[config.mk]
export PLATFORM = sky130hd
export DESIGN_NAME = hqm_aw_rf_fifo_ctl_64x31
export DESIGN_NICKNAME = d
export VERILOG_FILES = /design/src/rtl/hqm_aw_fifo_pkg.sv /design/src/rtl/hqm_aw_fifo_prefetch_stage.sv /design/src/rtl/hqm_aw_rf_fifo_ctl_64x31.sv
export SDC_FILE = /design/constraint.sdc
export NUM_CORES = 1
export LEC_CHECK = 0
export ABC_AREA = 1
export BUFFER_PORTS_ARGS = -buffer_cell sky130_fd_sc_hd__clkbuf_2
export CELL_PAD_IN_SITES_DETAIL_PLACEMENT = 2
export CELL_PAD_IN_SITES_GLOBAL_PLACEMENT = 2
export CORE_UTILIZATION = 30
export DETAILED_ROUTE_END_ITERATION = 6
export GPL_ROUTABILITY_DRIVEN = 0
export HOLD_SLACK_MARGIN = 0.12
export PLACE_DENSITY = 0.88
export SYNTH_ARGS = -nofsm -noshare
export SYNTH_HDL_FRONTEND = slang
export SYNTH_SLANG_ARGS = --single-unit
[constraint.sdc]
create_clock -name clk -period 10.64 [get_ports clk]
set_input_delay 0.532 -clock clk [delete_from_list [all_inputs] [get_ports clk]]
set_output_delay 0.532 -clock clk [all_outputs]
set_load 0.05 [all_outputs]
[src/rtl/hqm_aw_fifo_pkg.sv]
// Shared definitions for the 64x31 RF FIFO controller.
//   DEPTH/DWIDTH/AWIDTH/CWIDTH : RF geometry and count-field width
//   fifo_ptr_t                 : RF address / pointer type
//   fifo_status_t              : registered status bundle {count, full, empty}
//   ptr_inc()                  : pointer increment that wraps at DEPTH
package hqm_aw_fifo_pkg;

  localparam int DEPTH  = 64;
  localparam int DWIDTH = 31;
  localparam int AWIDTH = 6;
  localparam int CWIDTH = 7;

  typedef logic [AWIDTH-1:0] fifo_ptr_t;

  typedef struct packed {
    logic [CWIDTH-1:0] count;
    logic              full;
    logic              empty;
  } fifo_status_t;

  // DEPTH is a power of two, so natural overflow of the pointer is the wrap.
  function automatic fifo_ptr_t ptr_inc(input fifo_ptr_t p);
    return p + {{(AWIDTH-1){1'b0}}, 1'b1};
  endfunction

endpackage

[src/rtl/hqm_aw_fifo_prefetch_stage.sv]
// Two-entry in-order skid register that absorbs the RF read latency.
//   clk, rst_n          : clock, synchronous active-low reset
//   in_v / in_data      : RF read data returning (one cycle after mem_re)
//   out_v / out_data    : registered head of the stage
//   out_rdy             : consumer ready; out_v && out_rdy removes the head
//   cnt                 : entries currently held (0..2)
module hqm_aw_fifo_prefetch_stage
  import hqm_aw_fifo_pkg::*;
(
  input  logic              clk,
  input  logic              rst_n,
  input  logic              in_v,
  input  logic [DWIDTH-1:0] in_data,
  output logic              out_v,
  output logic [DWIDTH-1:0] out_data,
  input  logic              out_rdy,
  output logic [1:0]        cnt
);

  logic [DWIDTH-1:0] r_d0;
  logic [DWIDTH-1:0] r_d1;
  logic [1:0]        r_cnt;
  logic              r_v;

  logic              w_pop;
  logic [1:0]        w_cnt_nxt;
  logic [DWIDTH-1:0] w_d0_nxt;
  logic [DWIDTH-1:0] w_d1_nxt;

  // Next-state of the two slots for every capture/pop combination.
  always_comb begin
    w_pop     = r_v && out_rdy;
    w_cnt_nxt = r_cnt;
    w_d0_nxt  = r_d0;
    w_d1_nxt  = r_d1;
    case ({in_v, w_pop})
      2'b01: begin
        w_d0_nxt  = r_d1;
        w_cnt_nxt = r_cnt - 2'd1;
      end
      2'b10: begin
        if (r_cnt == 2'd0) begin
          w_d0_nxt = in_data;
        end else begin
          w_d1_nxt = in_data;
        end
        w_cnt_nxt = r_cnt + 2'd1;
      end
      2'b11: begin
        // With one entry the incoming word becomes head directly: no bubble.
        if (r_cnt == 2'd1) begin
          w_d0_nxt = in_data;
        end else begin
          w_d0_nxt = r_d1;
          w_d1_nxt = in_data;
        end
      end
      default: begin
        w_cnt_nxt = r_cnt;
      end
    endcase
  end

  // Slot and valid registers; out_v is kept as its own flop.
  always_ff @(posedge clk) begin
    if (!rst_n) begin
      r_d0  <= {DWIDTH{1'b0}};
      r_d1  <= {DWIDTH{1'b0}};
      r_cnt <= 2'd0;
      r_v   <= 1'b0;
    end else begin
      r_d0  <= w_d0_nxt;
      r_d1  <= w_d1_nxt;
      r_cnt <= w_cnt_nxt;
      r_v   <= (w_cnt_nxt != 2'd0);
    end
  end

  assign out_v    = r_v;
  assign out_data = r_d0;
  assign cnt      = r_cnt;

endmodule

[src/rtl/hqm_aw_rf_fifo_ctl_64x31.sv]
// FIFO controller for one power-gated 64x31 2-port RF.
//   clk, rst_n                      : clock (also RF wclk/rclk), sync active-low reset
//   mem_pwr_ok                      : RF powered and out of isolation
//   push_v/push_data/push_rdy       : producer stream
//   pop_v/pop_data/pop_rdy          : consumer stream (pop_data from a flop)
//   mem_we/mem_waddr/mem_wdata      : RF write port
//   mem_re/mem_raddr/mem_rdata      : RF read port, rdata valid 1 clk after re
//   count/full/empty                : registered status
//   err_ovf                         : push attempted while full (1-clk pulse)
//   err_unf                         : sticky internal pop-underflow indication
module hqm_aw_rf_fifo_ctl_64x31
  import hqm_aw_fifo_pkg::*;
(
  input  logic              clk,
  input  logic              rst_n,
  input  logic              mem_pwr_ok,
  input  logic              push_v,
  input  logic [DWIDTH-1:0] push_data,
  output logic              push_rdy,
  output logic              pop_v,
  output logic [DWIDTH-1:0] pop_data,
  input  logic              pop_rdy,
  output logic              mem_we,
  output logic [AWIDTH-1:0] mem_waddr,
  output logic [DWIDTH-1:0] mem_wdata,
  output logic              mem_re,
  output logic [AWIDTH-1:0] mem_raddr,
  input  logic [DWIDTH-1:0] mem_rdata,
  output logic [CWIDTH-1:0] count,
  output logic              full,
  output logic              empty,
  output logic              err_ovf,
  output logic              err_unf
);

  fifo_ptr_t         r_wptr;
  fifo_ptr_t         r_rptr;
  logic [CWIDTH-1:0] r_occ;
  logic              r_inflight;
  fifo_status_t      r_status;
  logic              r_err_unf;

  logic              w_push;
  logic              w_pop;
  logic              w_re;
  logic [1:0]        w_stage_cnt;
  logic [2:0]        w_stage_nxt;
  logic [CWIDTH-1:0] w_occ_nxt;
  logic [CWIDTH-1:0] w_count_nxt;

  hqm_aw_fifo_prefetch_stage u_stage (
    .clk      (clk),
    .rst_n    (rst_n),
    .in_v     (r_inflight),
    .in_data  (mem_rdata),
    .out_v    (pop_v),
    .out_data (pop_data),
    .out_rdy  (pop_rdy),
    .cnt      (w_stage_cnt)
  );

  // Push acceptance, RF write port, read issue and next-state status.
  always_comb begin
    // rst_n gating keeps the RF ports quiet while reset is held.
    push_rdy  = rst_n && mem_pwr_ok && !r_status.full;
    w_push    = push_v && push_rdy;
    mem_we    = w_push;
    mem_waddr = r_wptr;
    mem_wdata = push_data;
    err_ovf   = rst_n && push_v && !push_rdy && mem_pwr_ok && r_status.full;
    w_pop     = pop_v && pop_rdy;
    // Stage fill after this edge: the returning read lands, the pop leaves.
    // Counting the pop lets the stage refill every cycle under streaming.
    w_stage_nxt = {1'b0, w_stage_cnt} + {2'b00, r_inflight} - {2'b00, w_pop};
    w_re      = rst_n && mem_pwr_ok && (r_occ != {CWIDTH{1'b0}}) && (w_stage_nxt < 3'd2);
    mem_re    = w_re;
    mem_raddr = r_rptr;
    w_occ_nxt   = r_occ + CWIDTH'(w_push) - CWIDTH'(w_re);
    w_count_nxt = w_occ_nxt + CWIDTH'(w_re) + CWIDTH'(w_stage_nxt);
  end

  // Pointers, occupancy, in-flight tracking and registered status/errors.
  always_ff @(posedge clk) begin
    if (!rst_n) begin
      r_wptr         <= {AWIDTH{1'b0}};
      r_rptr         <= {AWIDTH{1'b0}};
      r_occ          <= {CWIDTH{1'b0}};
      r_inflight     <= 1'b0;
      r_status.count <= {CWIDTH{1'b0}};
      r_status.full  <= 1'b0;
      r_status.empty <= 1'b1;
      r_err_unf      <= 1'b0;
    end else begin
      r_wptr         <= w_push ? ptr_inc(r_wptr) : r_wptr;
      r_rptr         <= w_re ? ptr_inc(r_rptr) : r_rptr;
      r_occ          <= w_occ_nxt;
      r_inflight     <= w_re;
      r_status.count <= w_count_nxt;
      r_status.full  <= (w_occ_nxt == CWIDTH'(DEPTH));
      r_status.empty <= (w_count_nxt == {CWIDTH{1'b0}});
      // pop_v mirrors the stage count; a pop with an empty stage means they diverged.
      r_err_unf      <= r_err_unf | (w_pop && (w_stage_cnt == 2'd0));
    end
  end

  assign count   = r_status.count;
  assign full    = r_status.full;
  assign empty   = r_status.empty;
  assign err_unf = r_err_unf;

endmodule

==> results.py, run 1 <==
metrics = {
    "yosys": {
        "synth_cell_types": 33,
        "yosys_most_used_dff": "dfxtp_1",
        "synth_seq_area_share_pct": 40.95,
        "synthTopCellsByCount": "113 x a21oi_1, 95 x dfxtp_1, 82 x inv_1, 71 x o21ai_0, 54 x nor2_1",
        "synth_edf_count": 0,
        "avgSynthCellArea_um2": 7.577,
        "synth_cells": 613,
        "yosysMostFrequentCell": "a21oi_1",
        "yosysWarnings": 0,
        "netlist_top_cells_area": "dfxtp_1 41%, a21oi_1 12%, o21ai_0 7.7%, inv_1 6.6%, buf_4 5.7%",
        "synth_top_area_share_pct": 40.95,
        "synth_area_um2": 4644,
        "synth-seq-cells": 95,
        "async_reset_ff_share_pct": 0,
        "synth_top_area_cell": "dfxtp_1",
        "synth_fp_nets": 703,
    },
    "pwr": {
        "power_density_nw_per_um2": 272.8,
        "p_int_uw": 758.0,
        "vdd_ir_drop_max_mv": 0.09512,
        "switching_share_pct": 47.60,
        "p_switching_uw": 688.5,
        "p_clk_share_pct": 21.4,
        "p_seq_share_pct": 30.8,
        "leakage_uw": 0.002349,
        "p_comb_share_pct": 47.7,
    },
    "global_routing": {
        "grt_max_degree": 79,
        "grt_overflow_total": 0,
        "grt_pass1_wl_mm": 22.87,
        "antenna_found_initial": 0,
        "grt_use_total_pct": 18.17,
        "grt_pass1_vias": 4628,
    },
    "sta": {
        "setup_viol": 0,
        "fin_crit_sh_pct": 44.70,
        "hold_viol": 0,
        "tightest_slew_ns": 1.257,
        "fin_setup_tns_ns": 0,
        "rsz0062_at_grt": "no",
        "max_freq_mhz": 210.3,
        "fin_skew_ns": 0.007655,
        "maxSlewViolCount": 0,
        "hold_ws_ns": 0.4563,
        "min_period_ns": 4.756,
        "max_slew_margin_pct": 16.21,
    },
    "finish": {
        "area_growth_pct": 14.17,
        "utilization_pct": 35.01,
        "fin_cells": 855,
        "nNetsFinal": 753,
        "drive_above_1_share_pct": 20.99,
        "n_antenna_cell": 0,
        "nFillCells": 1804,
    },
    "route": {
        "drtIter0Drc": 85,
        "drtAntennaViolNets": 0,
        "wl_mm": 14.08,
        "route.detailed.drc": 0,
        "drt-wirelength-per-cell_um": 16.47,
        "vias": 4225,
        "first_pass_iters": 4,
        "viasPerCell": 4.942,
    },
    "clock_network": {
        "ctsRootBufferMaster": "clkbuf_16",
        "ctsHoldBuffers": 0,
        "clk_pin_slew_worst_paths_ns": 0.07,
        "clock_latency_ns": 0.35,
        "cts-buffers-inserted": 9,
        "h-tree-depth": 3,
        "numClockSinks": 95,
        "cts_buffer_depth": 2,
        "cts_tree": "built",
        "post_cts_resized": 0,
        "postCtsSetupBuffers": 0,
    },
    "worst_setup_path": {
        "path_buf_inv": 9,
        "crit_fanout": 9,
        "crit_family": "adder cells",
        "crit_slowest_cell": "fa_1",
        "end_kind": "flip-flop",
        "r2r_slack_ns": 5.88,
        "cp.arrival_ns": 5.00,
        "rr_endpoint": "empty$_SDFF_PN1_",
        "start_kind": "flip-flop",
        "crit_top_cell": "inv_1",
        "critical_path_class": "flip-flop to flip-flop",
        "critPathRequiredTime_ns": 10.89,
        "rr_worst_depth": 27,
        "r2r_start": "u_stage.cnt[0]$_SDFF_PN0_",
        "slowest_delay_ns": 0.48,
    },
    "floorplanning": {
        "die-height_um": 126.4,
        "design.die.area_um2": 15980,
        "die_w_um": 126.4,
        "design.core.area_um2": 15150,
        "pin_count": 156,
        "rows": 45,
        "initial_core_util_pct": 30.67,
    },
    "hold_path": {
        "hp-class": "flip-flop to flip-flop",
        "whs_endpoint": "u_stage.r_d1[29]$_SDFFE_PN0P_",
        "worstHoldPathCells": 2,
        "worstHoldStart": "u_stage.r_d1[29]$_SDFFE_PN0P_",
    },
    "place": {
        "dp.cells": 840,
        "port_buffers": 93,
        "dp_hpwl_mm": 10.24,
    },
    "run": {
        "max-cap-violations": 0,
    },
    "outcome": {
        "run_status": "finished clean",
    },
}
## how the worst max path moves through the flow
stage                                          from               end  depth (start not counted)
after floorplan            u_stage.out_v$_SDFF_PN0_  empty$_SDFF_PN1_                         27
after global placement                      pop_rdy  empty$_SDFF_PN1_                         28
after detailed placement                    pop_rdy  empty$_SDFF_PN1_                         28
after CTS                 u_stage.cnt[0]$_SDFF_PN0_  empty$_SDFF_PN1_                         27
after global routing      u_stage.cnt[0]$_SDFF_PN0_  empty$_SDFF_PN1_                         27
final                     u_stage.cnt[0]$_SDFF_PN0_  empty$_SDFF_PN1_                         27
## flip-flops by register name (all words and copies together), names as in the netlist
| signal | flops |
|---|---|
| full | 1 |
| u_stage.out_v | 1 |
| u_stage.r_d1 | 31 |
| mem_waddr | 6 |
| count | 7 |
| r_occ | 7 |
| err_unf | 1 |
| u_stage.out_data | 31 |
| empty | 1 |
| u_stage.cnt | 2 |
| mem_raddr | 6 |
| r_inflight | 1 |
## power groups by stage
stage | Combinational, µW | Sequential, µW | Clock, µW
global route | 759 | 452 | 334
global placement | 645 | 449 | 0
finish | 690 | 446 | 310
detailed placement | 695 | 455 | 0
floorplan | 400 | 587 | 0
CTS | 701 | 447 | 321
## cell usage in the layout (no fill, tap or decap), types with 5 or more instances in the layout
| cell | n |
|---|---|
| a21oi_1 | 113 |
| clkbuf_2 | 93 |
| nand4_1 | 5 |
| nand3_1 | 16 |
| inv_1 | 82 |
| dfxtp_1 | 95 |
| nand2_2 | 8 |
| o21ai_0 | 71 |
| nor3_1 | 9 |
| clkbuf_16 | 9 |
| nand2_1 | 49 |
| nor2_1 | 54 |
| ha_1 | 19 |
## metal layers
layer / part of all wire (%) / wire length [µm] / vias to the layer above / global-route usage [%]
met5: 0 / 0 / - / 0
met4: 1.8 / 248 / 0 / 7.229
met3: 3.4 / 482 / 15 / 3.416
met2: 54 / 7577 / 74 / 35.13
met1: 41 / 5776 / 2084 / 19.26
li1: - / - / 2052 / -
## cell type report
type	instances	area (µm²)	area share [%]
clock inverters	6	46.29	0.8731
well taps	188	235.2	4.436
inverters	87	326.6	6.159
flip-flops and latches	95	1902	35.87
repair buffers	97	495.5	9.344
multi-input cells	373	2072	39.08
clock buffers	9	225.2	4.247
## worst reg2reg max path: stages, from the launching register on
cell and delay (ns):
dfxtp_1 0.40, inv_1 0.11, xor2_1 0.17, ha_1 0.17
inv_1 0.05, fa_1 0.48, inv_1 0.10, nor3_2 0.21
nand2_2 0.15, inv_2 0.18, ha_1 0.25, inv_1 0.06
ha_1 0.21, inv_1 0.08, fa_1 0.40, xor2_1 0.23
inv_1 0.11, ha_1 0.35, nand2_1 0.10, inv_1 0.05
a21oi_1 0.19, inv_1 0.10, nand3_1 0.10, nor2_1 0.07
nand2_1 0.08, nand3_1 0.12, nand2_1 0.13, nor2_2 0.04
## through the flow
| step | power (µW) | area [µm²] | setup slack (ns) |
|---|---|---|---|
| 2_1_floorplan | 987.1 | 4644 | 6.063 |
| 3_3_place_gp | 1094 | 5031 | 6.059 |
| 3_5_place_dp | 1150 | 5031 | 5.597 |
| 4_1_cts | 1469 | 5303 | 5.855 |
| 5_1_grt | 1545 | 5303 | 5.442 |
| 6_report | 1447 | 5303 | 5.884 |
## kinds of logic after synthesis
logic type / after synthesis / share of synthesized area (%)
AOI/OAI and AO/OA: 188 / 20.66
and+or+nand+nor: 155 / 15.44
buffers and inverters: 145 / 14.79
DFF: 95 / 40.95
adders and majority gates: 23 / 6.843
xor gates and xnor gates: 7 / 1.320
Note: power is estimated with default switching activity, not from simulation.
==> run 2: changes to the inputs <==
- ABC_AREA: 1 -> 0
- CORE_UTILIZATION: 30 -> 28
- PLACE_DENSITY: 0.88 -> 0.81
- clock period: 10.64 -> 4.6 ns (I/O delays scaled with it)
==> run 2 against run 1 <==
Compared with the run above:
- sequential cell count unchanged
- non-clock buffer count increased by 23
- clock power increased by 140%
- critical endpoint unchanged
- maximum frequency increased by 7.8%
- final area increased by 4.2%
- global-route usage decreased by 0.85 points
- sequential power increased to 2.7 times the previous value
- clock skew decreased by 0.00092 ns
==> results.py, run 2 <==
metrics = {
    "worst_setup_path": {
        "crit_chain": "nand2_4, xnor2_2, ha_2, inv_2, fa_1, nand3_2, nor3_4, ha_1, inv_2, ha_4, inv_2, fa_2, xnor2_2, ha_1, nor2b_1, or3_4, a2111oi_4, a21oi_1, o41ai_2",
        "crit_top_cell": "inv_2",
        "critical_path_class": "flip-flop to flip-flop",
        "end_kind": "flip-flop",
        "cp.arrival_ns": 4.67,
        "slowest_delay_ns": 0.56,
        "critPathRequiredTime_ns": 4.86,
        "start_kind": "flip-flop",
        "crit_fanout": 5,
        "crit_slowest_cell": "fa_1",
    },
    "route": {
        "wl_mm": 13.65,
        "drtIter0Drc": 132,
        "drtAntennaViolNets": 0,
        "route.detailed.drc": 0,
        "first_pass_iters": 4,
        "drt-wirelength-per-cell_um": 16.96,
        "viasPerCell": 4.891,
        "vias": 3937,
    },
    "global_routing": {
        "grt_max_degree": 63,
        "antenna_found_initial": 0,
        "grt_pass1_vias": 4333,
        "grt_overflow_total": 0,
        "grt_use_total_pct": 17.32,
        "grt_pass1_wl_mm": 22.03,
    },
    "sta": {
        "max_freq_mhz": 226.7,
        "maxSlewViolCount": 0,
        "fin_setup_tns_ns": 0,
        "fin_skew_ns": 0.006737,
        "min_period_ns": 4.411,
        "max_slew_margin_pct": 32.19,
        "fin_crit_sh_pct": 95.90,
        "tightest_slew_ns": 1.015,
        "rsz0062_at_grt": "no",
        "setup_viol": 0,
        "hold_viol": 0,
    },
    "hold_path": {
        "hp-class": "primary input to flip-flop",
    },
    "pwr": {
        "vdd_ir_drop_max_mv": 0.2391,
        "p_total_uw": 4617,
        "power_density_nw_per_um2": 835.9,
        "leakage_uw": 0.002188,
    },
    "yosys": {
        "synth_area_um2": 4468,
        "synth_fp_nets": 608,
        "synth_cells": 518,
        "synth_top_area_share_pct": 42.57,
        "yosys_most_used_dff": "dfxtp_1",
        "synth_top_area_cell": "dfxtp_1",
        "avgSynthCellArea_um2": 8.626,
        "yosysMostFrequentCell": "dfxtp_1",
        "yosysWarnings": 0,
        "netlist_top_cells_area": "dfxtp_1 43%, nand2_1 6.0%, a211oi_1 5.4%, ha_1 5.3%, a22oi_1 5.2%",
        "synth_seq_area_share_pct": 42.57,
        "synth-seq-cells": 95,
        "synth_cell_types": 44,
        "synth_edf_count": 0,
        "synthTopCellsByCount": "95 x dfxtp_1, 71 x nand2_1, 62 x nor2_1, 42 x a21oi_1, 32 x a211oi_1",
        "async_reset_ff_share_pct": 0,
    },
    "clock_network": {
        "cts_buffer_depth": 2,
        "clock_latency_ns": 0.35,
        "numClockSinks": 95,
        "clk_pin_slew_worst_paths_ns": 0.07,
        "h-tree-depth": 3,
        "cts_tree": "built",
        "ctsRootBufferMaster": "clkbuf_16",
        "cts-buffers-inserted": 9,
        "postCtsSetupBuffers": 0,
    },
    "finish": {
        "drive_above_1_share_pct": 24.24,
        "nNetsFinal": 679,
        "n_antenna_cell": 0,
        "fin_cells": 805,
        "final_cell_mix": "93 x dfxtp_1, 93 x clkbuf_2, 70 x nand2_1, 62 x nor2_1, 39 x a21oi_1",
        "area_growth_pct": 23.63,
    },
    "floorplanning": {
        "die_w_um": 128.3,
        "initial_core_util_pct": 29.07,
        "rows": 45,
        "design.die.area_um2": 16470,
        "design.core.area_um2": 15370,
        "die-height_um": 128.3,
        "pin_count": 156,
    },
    "run": {
        "max-cap-violations": 0,
    },
    "place": {
        "dp_hpwl_mm": 9.148,
        "port_buffers": 93,
        "dp.cells": 767,
    },
    "outcome": {
        "run_status": "finished clean",
    },
}
==> run 2: cell type report <==
type                            count  area [µm²]
Sequential cell                    95        1907
Inverter                           20       75.07
Multi-Input combinational cell    343        2268
Timing Repair Buffer              120       723.2
Fill cell                        1742        9847
Clock inverter                      3       15.01
Clock buffer                       13       271.5
Tap cell                          211       264.0
==> run 2: through the flow <==
stage / cell area [µm²] / utilization (%) / worst slack, ns / hold slack, ns
after floorplan: 4549 / - / -0.1910 / 0.3517
after global placement: 5001 / 32.54 / 0.3941 / 0.4412
after detailed placement: 5001 / 32.54 / 0.04857 / 0.4548
after CTS: 5508 / 35.83 / 0.03822 / 0.1208
after global routing: 5524 / 35.94 / 0.02819 / 0.1279
final: 5524 / 35.94 / 0.1888 / 0.1301
==> run 2: where the power goes <==
group          total [µW]  leakage (µW)  internal [µW]  switching (µW)
logic                2660       0.00127            859            1800
registers            1220      0.000778           1070             153
clock network         740      0.000145            412             328
==> run 2: kinds of logic (layout without fill, tap and decap cells) <==
group | count (synthesis) | in the layout | synth area share (%)
buffers and inverters | 80 | 156 | 9.325
AND/OR/NAND/NOR | 175 | 175 | 17.28
adder cells (fa/ha/maj) | 23 | 23 | 7.113
multiplexers | 2 | 2 | 0.4481
flip-flops | 95 | 95 | 42.57
XOR/XNOR | 23 | 23 | 4.508
AO/OA/AOI/OAI | 120 | 120 | 18.76
==> run 2: path summary, 6_finish.rpt <==
kind                                               startpoint                       endpoint  slack [ns]  cells after the start
worst max register to register       u_stage.out_v$_SDFF_PN0_               empty$_SDFF_PN1_        0.19                     19
worst min-delay path                             mem_rdata[5]   u_stage.r_d1[5]$_SDFFE_PN0P_        0.13                      3
worst min register to register  u_stage.r_d1[21]$_SDFFE_PN0P_  u_stage.r_d1[21]$_SDFFE_PN0P_        0.46                      2
worst max-delay path                 u_stage.out_v$_SDFF_PN0_               empty$_SDFF_PN1_        0.19                     19
==> run 2: metal layers <==
layer,GRT usage [%],vias to the layer above,wire (µm)
met4,8.235,0,280
met2,30.56,89,6945
met3,3.631,25,628
met1,19.94,1941,5798
li1,-,1882,-
met5,0,-,0
==> run 2: repair_timing <==
action	in CTS	in global routing
endpoints found under the setup margin	0	1
hold buffers	22	0
hold endpoints to repair	22	0
gates resized for setup	0	3
==> run 2: critical path, delay by kind of cell, from the launching register on <==
family / cells / cell delay [ns]
fa+ha+maj: 6 / 1.90
simple gates: 5 / 0.94
compound gates: 3 / 0.64
flops: 1 / 0.37
xor+xnor: 2 / 0.31
buf+inv: 3 / 0.15
==> run 3: changes to the inputs <==
- ABC_AREA: 0 -> 1
- CORE_UTILIZATION: 28 -> 27
- PLACE_DENSITY: 0.81 -> 0.8
==> run 3 against run 2 <==
Compared with the run above:
- cell count is 10% higher
- clock power is 12% higher
- wire length is 0.48% higher
- combinational power is 39% lower
- sequential power is 15% lower
- critical path depth is 7 higher
- critical path type unchanged
==> results.py, run 3 (synthesis gave the netlist of run 1 again) <==
metrics = {
    "worst_setup_path": {
        "cp.arrival_ns": 4.50,
        "end_kind": "flip-flop",
        "critPathRequiredTime_ns": 4.84,
        "critical_path_class": "flip-flop to flip-flop",
        "crit_fanout": 8,
        "start_kind": "flip-flop",
    },
    "finish": {
        "fin_cells": 889,
        "final_common_cell": "a21oi_1",
        "nFillCells": 1983,
        "n_antenna_cell": 0,
        "area_growth_pct": 17.40,
        "drive_above_1_share_pct": 22.57,
        "final_cell_mix": "112 x a21oi_1, 93 x dfxtp_1, 93 x clkbuf_2, 81 x inv_1, 70 x o21ai_0",
        "utilization_pct": 32.65,
        "nNetsFinal": 754,
    },
    "place": {
        "pre_cts_slack_ns": 0.002061,
        "dp_hpwl_mm": 9.941,
        "port_buffers": 93,
        "dp.cells": 871,
    },
    "route": {
        "drtAntennaViolNets": 0,
        "first_pass_iters": 4,
        "vias": 4242,
        "wl_mm": 13.72,
        "drt-wirelength-per-cell_um": 15.43,
        "route.detailed.drc": 0,
        "viasPerCell": 4.772,
        "drtIter0Drc": 83,
    },
    "sta": {
        "maxSlewViolCount": 0,
        "tightest_slew_ns": 1.272,
        "fin_crit_sh_pct": 92.47,
        "timing.final.ws_setup_ns": 0.3463,
        "fin_setup_tns_ns": 0,
        "setup_viol": 0,
        "rsz0062_at_grt": "no",
        "hold_viol": 0,
        "max_slew_margin_pct": 14.96,
        "min_period_ns": 4.254,
        "fin_skew_ns": 0.009967,
        "max_freq_mhz": 235.1,
    },
    "pwr": {
        "p_switching_uw": 1584,
        "switching_share_pct": 45.42,
        "vdd_ir_drop_max_mv": 0.2284,
        "p_int_uw": 1903,
        "p_clk_share_pct": 23.8,
        "p_seq_share_pct": 29.8,
        "power_density_nw_per_um2": 639.4,
        "p_comb_share_pct": 46.4,
        "leakage_uw": 0.002389,
        "p_total_uw": 3486,
    },
    "clock_network": {
        "cts_tree": "built",
        "cts_buffer_depth": 2,
        "numClockSinks": 95,
        "h-tree-depth": 3,
        "ctsRootBufferMaster": "clkbuf_16",
        "ctsHoldBuffers": 0,
        "cts-buffers-inserted": 9,
        "clk_pin_slew_worst_paths_ns": 0.08,
        "clock_latency_ns": 0.35,
    },
    "floorplanning": {
        "design.core.area_um2": 16700,
        "die_w_um": 133.2,
        "initial_core_util_pct": 27.81,
        "design.die.area_um2": 17730,
        "rows": 47,
        "die-height_um": 133.2,
        "pin_count": 156,
    },
    "global_routing": {
        "antenna_found_initial": 0,
        "grt_pass1_wl_mm": 22.56,
        "grt_overflow_total": 0,
        "grt_pass1_vias": 4617,
        "grt_max_degree": 78,
        "grt_use_total_pct": 15.80,
    },
    "outcome": {
        "run_status": "finished clean",
    },
    "hold_path": {
        "hp-class": "primary input to flip-flop",
    },
    "run": {
        "max-cap-violations": 0,
    },
}
-- run 3: cell count changes in the layout (fill, tap and decap cells not counted), moves of 21 or more --
cell / delta
inv_1: +66
dlygate4sd3_1: -22
o21ai_0: +69
nand2_1: -21
a21oi_1: +73
a211oi_1: -32
a22oi_1: -31
-- run 3: power by group through the flow --
stage | clock network (µW) | registers [µW] | logic (µW)
floorplan | 0 | 1360 | 925
global placement | 0 | 1050 | 1490
detailed placement | 0 | 1060 | 1570
CTS | 856 | 1040 | 1590
global route | 890 | 1050 | 1780
finish | 830 | 1040 | 1620
-- run 3: cell type report --
cell class	instances	area, µm²	share of cell area [%]
multi-input cells	373	2113	38.76
flip-flops and latches	95	1904	34.92
repair buffers	98	503.0	9.224
inverters	87	329.1	6.035
well taps	220	275.3	5.048
clock buffers	9	225.2	4.130
clock inverters	7	102.6	1.882
-- run 3: routing by layer --
layer  track usage (%)  wire length [µm]  vias to the layer above
li1                  -                 -                     2061
met5                 0                 0                        -
met2             29.29              7156                       66
met3             2.207               383                       37
met1             18.04              5864                     2078
met4             6.692               314                        0
-- run 3: final timing paths --
path | startpoint | end | slack (ns) | cells after the start
worst max-delay path | u_stage.out_v$_SDFF_PN0_ | empty$_SDFF_PN1_ | 0.35 | 26
worst min-delay path | mem_rdata[30] | u_stage.out_data[30]$_SDFFE_PN0P_ | 0.16 | 3
worst max register to register | u_stage.out_v$_SDFF_PN0_ | empty$_SDFF_PN1_ | 0.35 | 26
worst min register to register | u_stage.r_d1[29]$_SDFFE_PN0P_ | u_stage.r_d1[29]$_SDFFE_PN0P_ | 0.46 | 2
-- run 3: worst max-delay path, cell delays in order, from the launching register on --
cell     delay [ns]
dfxtp_2        0.35
nand2_4        0.08
xor2_1         0.18
ha_1           0.17
inv_1          0.05
fa_1           0.40
xor2_2         0.22
nor3_2         0.14
nand2_2        0.10
inv_4          0.10
ha_1           0.23
inv_1          0.06
ha_2           0.20
inv_1          0.06
fa_1           0.40
xor2_1         0.22
inv_1          0.12
ha_4           0.30
nand2_1        0.06
inv_1          0.07
a21oi_2        0.05
inv_1          0.07
nand3_1        0.10
o21ai_1        0.17
nand3_2        0.10
nand2_1        0.11
nor2_2         0.04
-- run 3: stage by stage --
| stage | hold slack, ns | area [µm²] |
|---|---|---|
| 5_1_grt | 0.1697 | 5453 |
| 6_report | 0.1614 | 5453 |
| 2_1_floorplan | 0.4037 | 4644 |
| 3_3_place_gp | 0.4400 | 5064 |
| 4_1_cts | 0.1558 | 5401 |
| 3_5_place_dp | 0.4508 | 5064 |
-- run 3: what timing repair did --
item                                    4_1_cts  5_1_grt
resized for setup                             1       11
pin swaps                                     1        6
cloned                                        0        0
buffers inserted                              1        1
endpoints found under the setup margin        1        4
